File: src/rtl/steak_grill_controller.sv
// Grill-slot controller for the steak game.
// Arms the steak-show timer with a pseudo-random delay and places a steak when
// the timer fires. It then tracks cooking time (raw -> cooked -> burnt) and
// turns the player's serve into score or penalty pulses before re-arming.
module steak_grill_controller #(
   parameter int CLK_HZ    = 50000000,
   parameter int COOK_SECS = 3,
   parameter int BURN_SECS = 6
) (
   input  logic       clk,
   input  logic       reset,
   input  logic       start,
   input  logic       stop,
   input  logic       serve_key,
   input  logic       steakShow,
   output logic       steak_show_resetn,
   output logic [2:0] steakShowTime,
   output logic       steak_visible,
   output logic [1:0] doneness,
   output logic       score_pulse,
   output logic       penalty_pulse,
   output logic       burn_pulse
);

   localparam int             PW        = (CLK_HZ > 1) ? $clog2(CLK_HZ) : 1;
   localparam logic [PW-1:0]  PRE_MAX   = PW'(CLK_HZ - 1);
   localparam logic [3:0]     COOK_LIM  = 4'(COOK_SECS);
   localparam logic [3:0]     BURN_LIM  = 4'(BURN_SECS);
   localparam logic [7:0]     LFSR_SEED = 8'hA5;

   typedef enum logic [2:0] {
      IDLE      = 3'd0,
      WAIT_SHOW = 3'd1,
      RAW       = 3'd2,
      COOKED    = 3'd3,
      BURNT     = 3'd4,
      CLEANUP   = 3'd5
   } state_t;

   // Fibonacci LFSR, taps 8,6,5,4.
   function automatic logic [7:0] lfsr_step(input logic [7:0] v);
      return {v[6:0], v[7] ^ v[5] ^ v[4] ^ v[3]};
   endfunction

   // The timer must never be given a zero delay, so 0 maps to 1.
   function automatic logic [2:0] delay_map(input logic [2:0] v);
      return (v == 3'd0) ? 3'd1 : v;
   endfunction

   // Seconds counter saturates so a forgotten steak cannot wrap back to raw.
   function automatic logic [3:0] sat_inc4(input logic [3:0] v);
      return (v == 4'd15) ? 4'd15 : v + 4'd1;
   endfunction

   state_t        state;
   state_t        state_next;
   logic [7:0]    lfsr;
   logic [PW-1:0] prescaler;
   logic [3:0]    cook_secs;
   logic [3:0]    cook_inc;
   logic          serve_q;
   logic          serve_evt;
   logic          cooking;
   logic          sec_tick;
   logic          load_delay;
   logic          resetn_d;
   logic          visible_d;
   logic [1:0]    doneness_d;
   logic          score_d;
   logic          penalty_d;
   logic          burn_d;

   assign serve_evt = serve_key & ~serve_q;
   assign cooking   = (state == RAW) || (state == COOKED) || (state == BURNT);
   assign sec_tick  = cooking && (prescaler == PRE_MAX);
   assign cook_inc  = sat_inc4(cook_secs);

   // State register.
   always_ff @(posedge clk) begin
      if (reset) state <= IDLE;
      else       state <= state_next;
   end

   // Next-state logic plus the next values of every registered output.
   // A serve arriving on the same cycle as a doneness change is judged
   // against the current state, so serve is tested before the time limits.
   always_comb begin
      state_next = state;
      load_delay = 1'b0;
      score_d    = 1'b0;
      penalty_d  = 1'b0;
      burn_d     = 1'b0;
      if (stop) begin
         state_next = IDLE;
      end else begin
         case (state)
            IDLE: begin
               if (start) begin
                  state_next = WAIT_SHOW;
                  load_delay = 1'b1;
               end
            end
            WAIT_SHOW: begin
               if (steakShow) state_next = RAW;
            end
            RAW: begin
               if (serve_evt) begin
                  state_next = CLEANUP;
                  penalty_d  = 1'b1;
               end else if (sec_tick && (cook_inc == COOK_LIM)) begin
                  state_next = COOKED;
               end
            end
            COOKED: begin
               if (serve_evt) begin
                  state_next = CLEANUP;
                  score_d    = 1'b1;
               end else if (sec_tick && (cook_inc == BURN_LIM)) begin
                  state_next = BURNT;
                  burn_d     = 1'b1;
               end
            end
            BURNT: begin
               if (serve_evt) state_next = CLEANUP;
            end
            CLEANUP: begin
               state_next = WAIT_SHOW;
               load_delay = 1'b1;
            end
            default: state_next = IDLE;
         endcase
      end

      resetn_d  = (state_next != WAIT_SHOW);
      visible_d = (state_next == RAW) || (state_next == COOKED) ||
                  (state_next == BURNT);
      case (state_next)
         RAW:     doneness_d = 2'd1;
         COOKED:  doneness_d = 2'd2;
         BURNT:   doneness_d = 2'd3;
         default: doneness_d = 2'd0;
      endcase
   end

   // Output registers, so every output changes exactly with the state.
   always_ff @(posedge clk) begin
      if (reset) begin
         steak_show_resetn <= 1'b1;
         steakShowTime     <= 3'd1;
         steak_visible     <= 1'b0;
         doneness          <= 2'd0;
         score_pulse       <= 1'b0;
         penalty_pulse     <= 1'b0;
         burn_pulse        <= 1'b0;
      end else begin
         steak_show_resetn <= resetn_d;
         if (load_delay) steakShowTime <= delay_map(lfsr[2:0]);
         steak_visible     <= visible_d;
         doneness          <= doneness_d;
         score_pulse       <= score_d;
         penalty_pulse     <= penalty_d;
         burn_pulse        <= burn_d;
      end
   end

   // Free-running random source and serve-key edge history.
   always_ff @(posedge clk) begin
      if (reset) begin
         lfsr    <= LFSR_SEED;
         serve_q <= 1'b0;
      end else begin
         lfsr    <= lfsr_step(lfsr);
         serve_q <= serve_key;
      end
   end

   // Time on the grill: restarts when a steak is placed, runs only while cooking.
   always_ff @(posedge clk) begin
      if (reset) begin
         prescaler <= '0;
         cook_secs <= 4'd0;
      end else if ((state == WAIT_SHOW) && (state_next == RAW)) begin
         prescaler <= '0;
         cook_secs <= 4'd0;
      end else if (cooking) begin
         if (sec_tick) begin
            prescaler <= '0;
            cook_secs <= cook_inc;
         end else begin
            prescaler <= prescaler + 1'b1;
         end
      end
   end

endmodule

File: config.mk
export PLATFORM = sky130hd
export DESIGN_NAME = steak_grill_controller
export DESIGN_NICKNAME = d
export VERILOG_FILES = /design/src/rtl/steak_grill_controller.sv
export SDC_FILE = /design/constraint.sdc
export NUM_CORES = 1
export LEC_CHECK = 0
export CELL_PAD_IN_SITES_DETAIL_PLACEMENT = 1
export CELL_PAD_IN_SITES_GLOBAL_PLACEMENT = 2
export CORE_MARGIN = 1.5
export CORE_UTILIZATION = 38
export DETAILED_ROUTE_END_ITERATION = 10
export PLACE_DENSITY_LB_ADDON = 0.1
export SLEW_MARGIN = 20
export SYNTH_ARGS = -nofsm -noshare
export SYNTH_HDL_FRONTEND = slang
export SYNTH_SLANG_ARGS = --single-unit
File: constraint.sdc
create_clock -name clk -period 3.8 [get_ports clk]
set_input_delay 0.76 -clock clk [delete_from_list [all_inputs] [get_ports clk]]
set_output_delay 0.76 -clock clk [all_outputs]
set_load 0.02 [all_outputs]
* After elaboration in Yosys (flattened, before gate mapping)
Cells that the tools add are included.
Storage, ports and cells: register bits 52, latch bits 0, RAM bits 0, memory bits (read-only) 0, input port bits 6, output and inout bits 10, word-level logic and storage cells 67, memories 0
Cells by class: add/subtract/negate cells 2, $mul 0, divide/modulo/power cells 0, order comparisons 0, equality and inequality tests 13, shifts and indexed selects 0, multiplexer cells 18, bitwise logic cells 7, reduce and logical (&&, ||, !) cells 15
Operators with widths (number):
- 3-bit two-way mux | 9
- 26-bit by 1-bit adder with 26-bit output, second input constant | 1
- 26-bit == test, second input constant | 1
- 26-bit two-way mux | 1
- 3-bit case mux with 6 select lines | 1
- 3-bit by 2-bit == test with 1-bit output, second input constant | 4
- 3-bit == test, second input constant | 3
- 3-bit logical NOT | 2
- 2-bit case mux with 3 select lines | 1
- 3-bit OR reduction | 2
- 4-bit by 1-bit adder with 4-bit output, second input constant | 1
- 4-bit by 2-bit == test with 1-bit output, second input constant | 1
- 4-bit by 3-bit == test with 1-bit output, second input constant | 1
- 4-bit == test, second input constant | 1
- 1-bit logical AND | 4
- 1-bit logical OR | 4
- 1-bit two-way mux | 4
- 4-bit two-way mux | 1
- 4-bit OR reduction | 1
- 3-bit by 1-bit == test with 1-bit output, second input constant | 1
- 3-bit by 1-bit != test with 1-bit output, second input constant | 1
- 1-bit inverter | 3
- 1-bit bitwise XOR | 3
- 1-bit case mux with 2 select lines | 1
- 3 further kinds | 3

* Depth between registers and ports, before layout
depth after elaboration 12, depth in mapped cells 7

* Least setup slack after synthesis
No wires, ideal clock.
path kind register to register, from register state[1], to register doneness[0], arrival time 1.986 ns, data required time 3.727 ns, setup slack 1.741 ns, stages on the path, launching flop included 7, buffers on the path 0, clock period less this slack 2.059 ns, cell sequence dfxtp_1 -> or3b_1 -> a21o_1 -> or3_1 -> o31ai_1 -> and2b_1 -> nor3b_2
On the way: word-level cells in the longest chain between the ends 11, elaborated cells on any way between the ends 24, classes of those cells eq/ne (8); mux (10); reduce/logical (6)
Ends and longest elaborated chain:
- start, declared | line 55 | state_t state;
- start signal, assigned | line 81 | else state <= state_next;
- 3-bit by 2-bit == test with 1-bit output | line 74, 96
- 1-bit logical OR (2 in a row) | line 74 | assign cooking = (state == RAW) || (state == COOKED) || (state == BURNT);
- 1-bit logical AND | line 75 | assign sec_tick = cooking && (prescaler == PRE_MAX);
- 1-bit logical AND, on equally long branches | line 118, 110
- 3-bit two-way mux, on equally long branches | line 118, 110
- 3-bit two-way mux, on equally long branches | line 115, 107
- 3-bit case mux with 6 select lines * | line 96 | case (state)
- 3-bit two-way mux * | line 93 | if (stop) begin
- 3-bit == test / 3-bit by 2-bit == test with 1-bit output (equally long branches) | line 137 | case (state_next)
- 2-bit case mux with 3 select lines * | line 137
- end signal, assigned | line 159 | doneness <= doneness_d;
- end, declared | line 19 | output logic [1:0] doneness,
Mark *: on every way between the ends. The rest lies on a longest branch, timed or not. A chain may end at the register's enable or synchronous reset.

* Worst setup path after layout
from register state[2], to register doneness[0]
Same word-level chain as after synthesis.

==> flow_metrics.env <==
export IMPL_multiInputGateArea_sq_mm=0.00121
export IMPL_die_h_um=80.6
export IMPL_drt_first_iter_violations=69
export IMPL_wirelength_mm=5.05
export IMPL_path_class="flip-flop to flip-flop"
export IMPL_reg2reg_to="doneness[0]"
export IMPL_seq_area_frac_synth_pct=45.4
export IMPL_status="completed"
export IMPL_track_usage_pct=17.3
export IMPL_clock_path_buffers=2
export IMPL_cp_cell_sequence="or3b_1, a21o_1, or3_1, o31ai_1, and2b_1, nor3b_2"
export IMPL_root_buffer="clkbuf_8"
export IMPL_holdCritPathClass="flip-flop to flip-flop"
export IMPL_wl_per_cell_um=14.4
export IMPL_worst_slew_pin_slew_ns=0.660
export IMPL_ys_seq_elements=52
export IMPL_ios=16
export IMPL_clkLatencyLatePin_ns=0.31
export IMPL_cp_data_required_time_ns=4.03
export IMPL_cts_sinks=52
export IMPL_syn_area_per_cell_sq_um=8.88
export IMPL_cp_max_fo=12
export IMPL_hpwl_mm=3.60
export IMPL_synthesis_nets=266
export IMPL_synth_main_ff_cell="dfxtp_1"
export IMPL_fin_crit_sh_pct=67.6
export IMPL_startpoint="state[2]"
export IMPL_layout_drive_gt1_share_pct=6.88
export IMPL_tns_ns=0
export IMPL_ir_worst_vdd_mv=0.197
export IMPL_numCtsBuffers=5
export IMPL_via_per_inst=5.35
export IMPL_rrSetupSlack_ns=1.23
export IMPL_grt_pass1_wl_mm=8.65
export IMPL_post_cts_resized=0
export IMPL_drv_cap=0
export IMPL_critical_path_arrival_ns=2.80
export IMPL_grt_pass1_vias=1796
export IMPL_htreeDepth=2
export IMPL_startpoint_type="flip-flop"
export IMPL_r2r_cells=6
export IMPL_relSlewSlack_pct=56.0
export IMPL_overflow=0
export IMPL_cts_setup_buffers=0
export IMPL_dr_total_vias=1879
export IMPL_antenna_cells=0
export IMPL_area_growth_pct=15.3
export IMPL_slowest_stage="dfxtp_1"
export IMPL_cp_end_kind="flip-flop"
export IMPL_initial_utilization_pct=38.9
export IMPL_die_w_um=80.6
export IMPL_grt_antenna_before_repair=0
export IMPL_drc_errors=0
export IMPL_cts_hold_buf=0
export IMPL_place_congestion=0.695
export IMPL_pre_cts_slack_ns=1.15
export IMPL_cts_tree="yes"
export IMPL_hold_violations=0
export IMPL_p_leak_uw=0.000905
export IMPL_netlist_area_sq_mm=0.00229
export IMPL_skew_ns=0.00681
export IMPL_setup_ws_ns=1.23
export IMPL_nets=283
export IMPL_final_antenna_net_count=0
export IMPL_synth_cell_types=45
export IMPL_async_reset_ff_share_pct=0
export IMPL_die_area_sq_mm=0.00650
export IMPL_ys_warn_count=0
export IMPL_fillers=699
export IMPL_critPathMaxStageDelay_ns=0.57
export IMPL_io_buffer_count=15
export IMPL_drt_pass1_iterations=4
export IMPL_min_period_ns=2.57
export IMPL_synth_edf_count=0
export IMPL_clk_pin_slew_worst_paths_ns=0.10
export IMPL_synthCells=258
export IMPL_power_density_mw_per_mm2=385
export IMPL_rr_startpoint="state[2]"
export IMPL_rows=28
export IMPL_final_util_pct=44.9
export IMPL_p_total_uw=1020
export IMPL_grt_max_degree=21
export IMPL_max_freq_mhz=389
export IMPL_core_area_sq_mm=0.00589
export IMPL_rsz0062_at_grt="false"
export IMPL_maxSlewViolCount=0
export IMPL_cp_endpoint="doneness[0]"
export IMPL_regArea_sq_mm=0.00104
export IMPL_setup_viol=0
## worst min path at each step
stage	start	endpoint	depth (start not counted)
6_report	lfsr[6]	lfsr[7]	1
3_5_place_dp	lfsr[6]	lfsr[7]	1
5_1_grt	lfsr[6]	lfsr[7]	1
3_3_place_gp	lfsr[6]	lfsr[7]	1
4_1_cts	lfsr[6]	lfsr[7]	1
2_1_floorplan	lfsr[6]	lfsr[7]	1
## where the power goes
| group | total (uW) | switching, uW | internal, uW |
|---|---|---|---|
| Clock | 388 | 189 | 199 |
| Combinational | 62.7 | 32.9 | 29.8 |
| Sequential | 567 | 9.41 | 558 |
| Total | 1020 | 231 | 787 |
## synth_stat cells (5+ instances only)
cell / instances / area share, %
inv_1: 5 / 0.82
or3_1: 7 / 1.9
o21ai_0: 8 / 1.7
nor3_1: 7 / 1.5
dfxtp_1: 52 / 45
xnor2_1: 9 / 3.4
xor2_1: 15 / 5.7
a21oi_1: 16 / 3.5
nand3_1: 11 / 2.4
nor2_1: 35 / 5.7
clkbuf_1: 6 / 0.98
nor2b_1: 8 / 2.2
nand2_1: 17 / 2.8
nand4_1: 8 / 2.2
## kinds of logic (layout without fill, tap and decap cells)
family / after synthesis / in the layout / share of synthesized area [%]
AOI/OAI and AO/OA: 36 / 36 / 9.83
DFF: 52 / 52 / 45.4
muxes: 2 / 2 / 0.874
buffers and inverters: 12 / 30 / 2.02
xor gates and xnor gates: 24 / 24 / 9.18
adders and majority gates: 2 / 2 / 1.09
and+or+nand+nor: 130 / 130 / 31.6
## placed cells by master (no fill, tap or decap), types with 2 or more instances in the layout
master	n
nand3_1	11
xnor2_1	9
ha_1	2
and3_1	3
and4_1	4
nand2b_1	4
clkbuf_8	5
nor3b_1	2
nor2b_1	8
or2_2	4
nor4_1	2
inv_1	5
nand2_1	17
nor3_1	7
or3_1	7
nor2_1	35
and2_1	4
dfxtp_1	52
mux2i_1	2
a21oi_1	16
buf_4	2
nand4_1	8
xor2_1	15
nor3b_2	2
a311oi_1	2
clkdlybuf4s50_1	15
and4b_1	4
o21ai_0	8
## metrics by stage
step / cell area [sq um] / std cells / hold slack, ns
after floorplan: 2290 / 258 / 0.389
after global placement: 2530 / 343 / 0.398
after detailed placement: 2530 / 343 / 0.398
after CTS: 2640 / 351 / 0.437
after global routing: 2640 / 351 / 0.461
final: 2640 / 351 / 0.430
## state kept, by name, summed over array words and instances, names as in the netlist
name and count:
steakShowTime 3, prescaler 26, penalty_pulse 1, steak_visible 1, state 3, burn_pulse 1, serve_q 1, lfsr 8
cook_secs 4, doneness 2, score_pulse 1, steak_show_resetn 1
## layer usage
layer  global-route usage (%)  wire, um
met4                     5.69        73
met5                        0         0
met1                     24.8      2610
met2                     25.7      2260
met3                     3.41        98
## worst max-delay path: cells and delay by family, from the launching register on
family | cells | cell delay (ns)
compound gates | 2 | 0.61
flops | 1 | 0.57
simple gates | 4 | 1.32
## cell type report
| cell class | instances | share of cell area [%] |
|---|---|---|
| Clock buffer | 6 | 2.75 |
| Clock inverter | 2 | 1.47 |
| Inverter | 5 | 0.711 |
| Multi-Input combinational cell | 194 | 45.9 |
| Sequential cell | 52 | 39.4 |
| Tap cell | 75 | 3.55 |
| Timing Repair Buffer | 17 | 6.25 |
(Power assumes the default switching activity.)
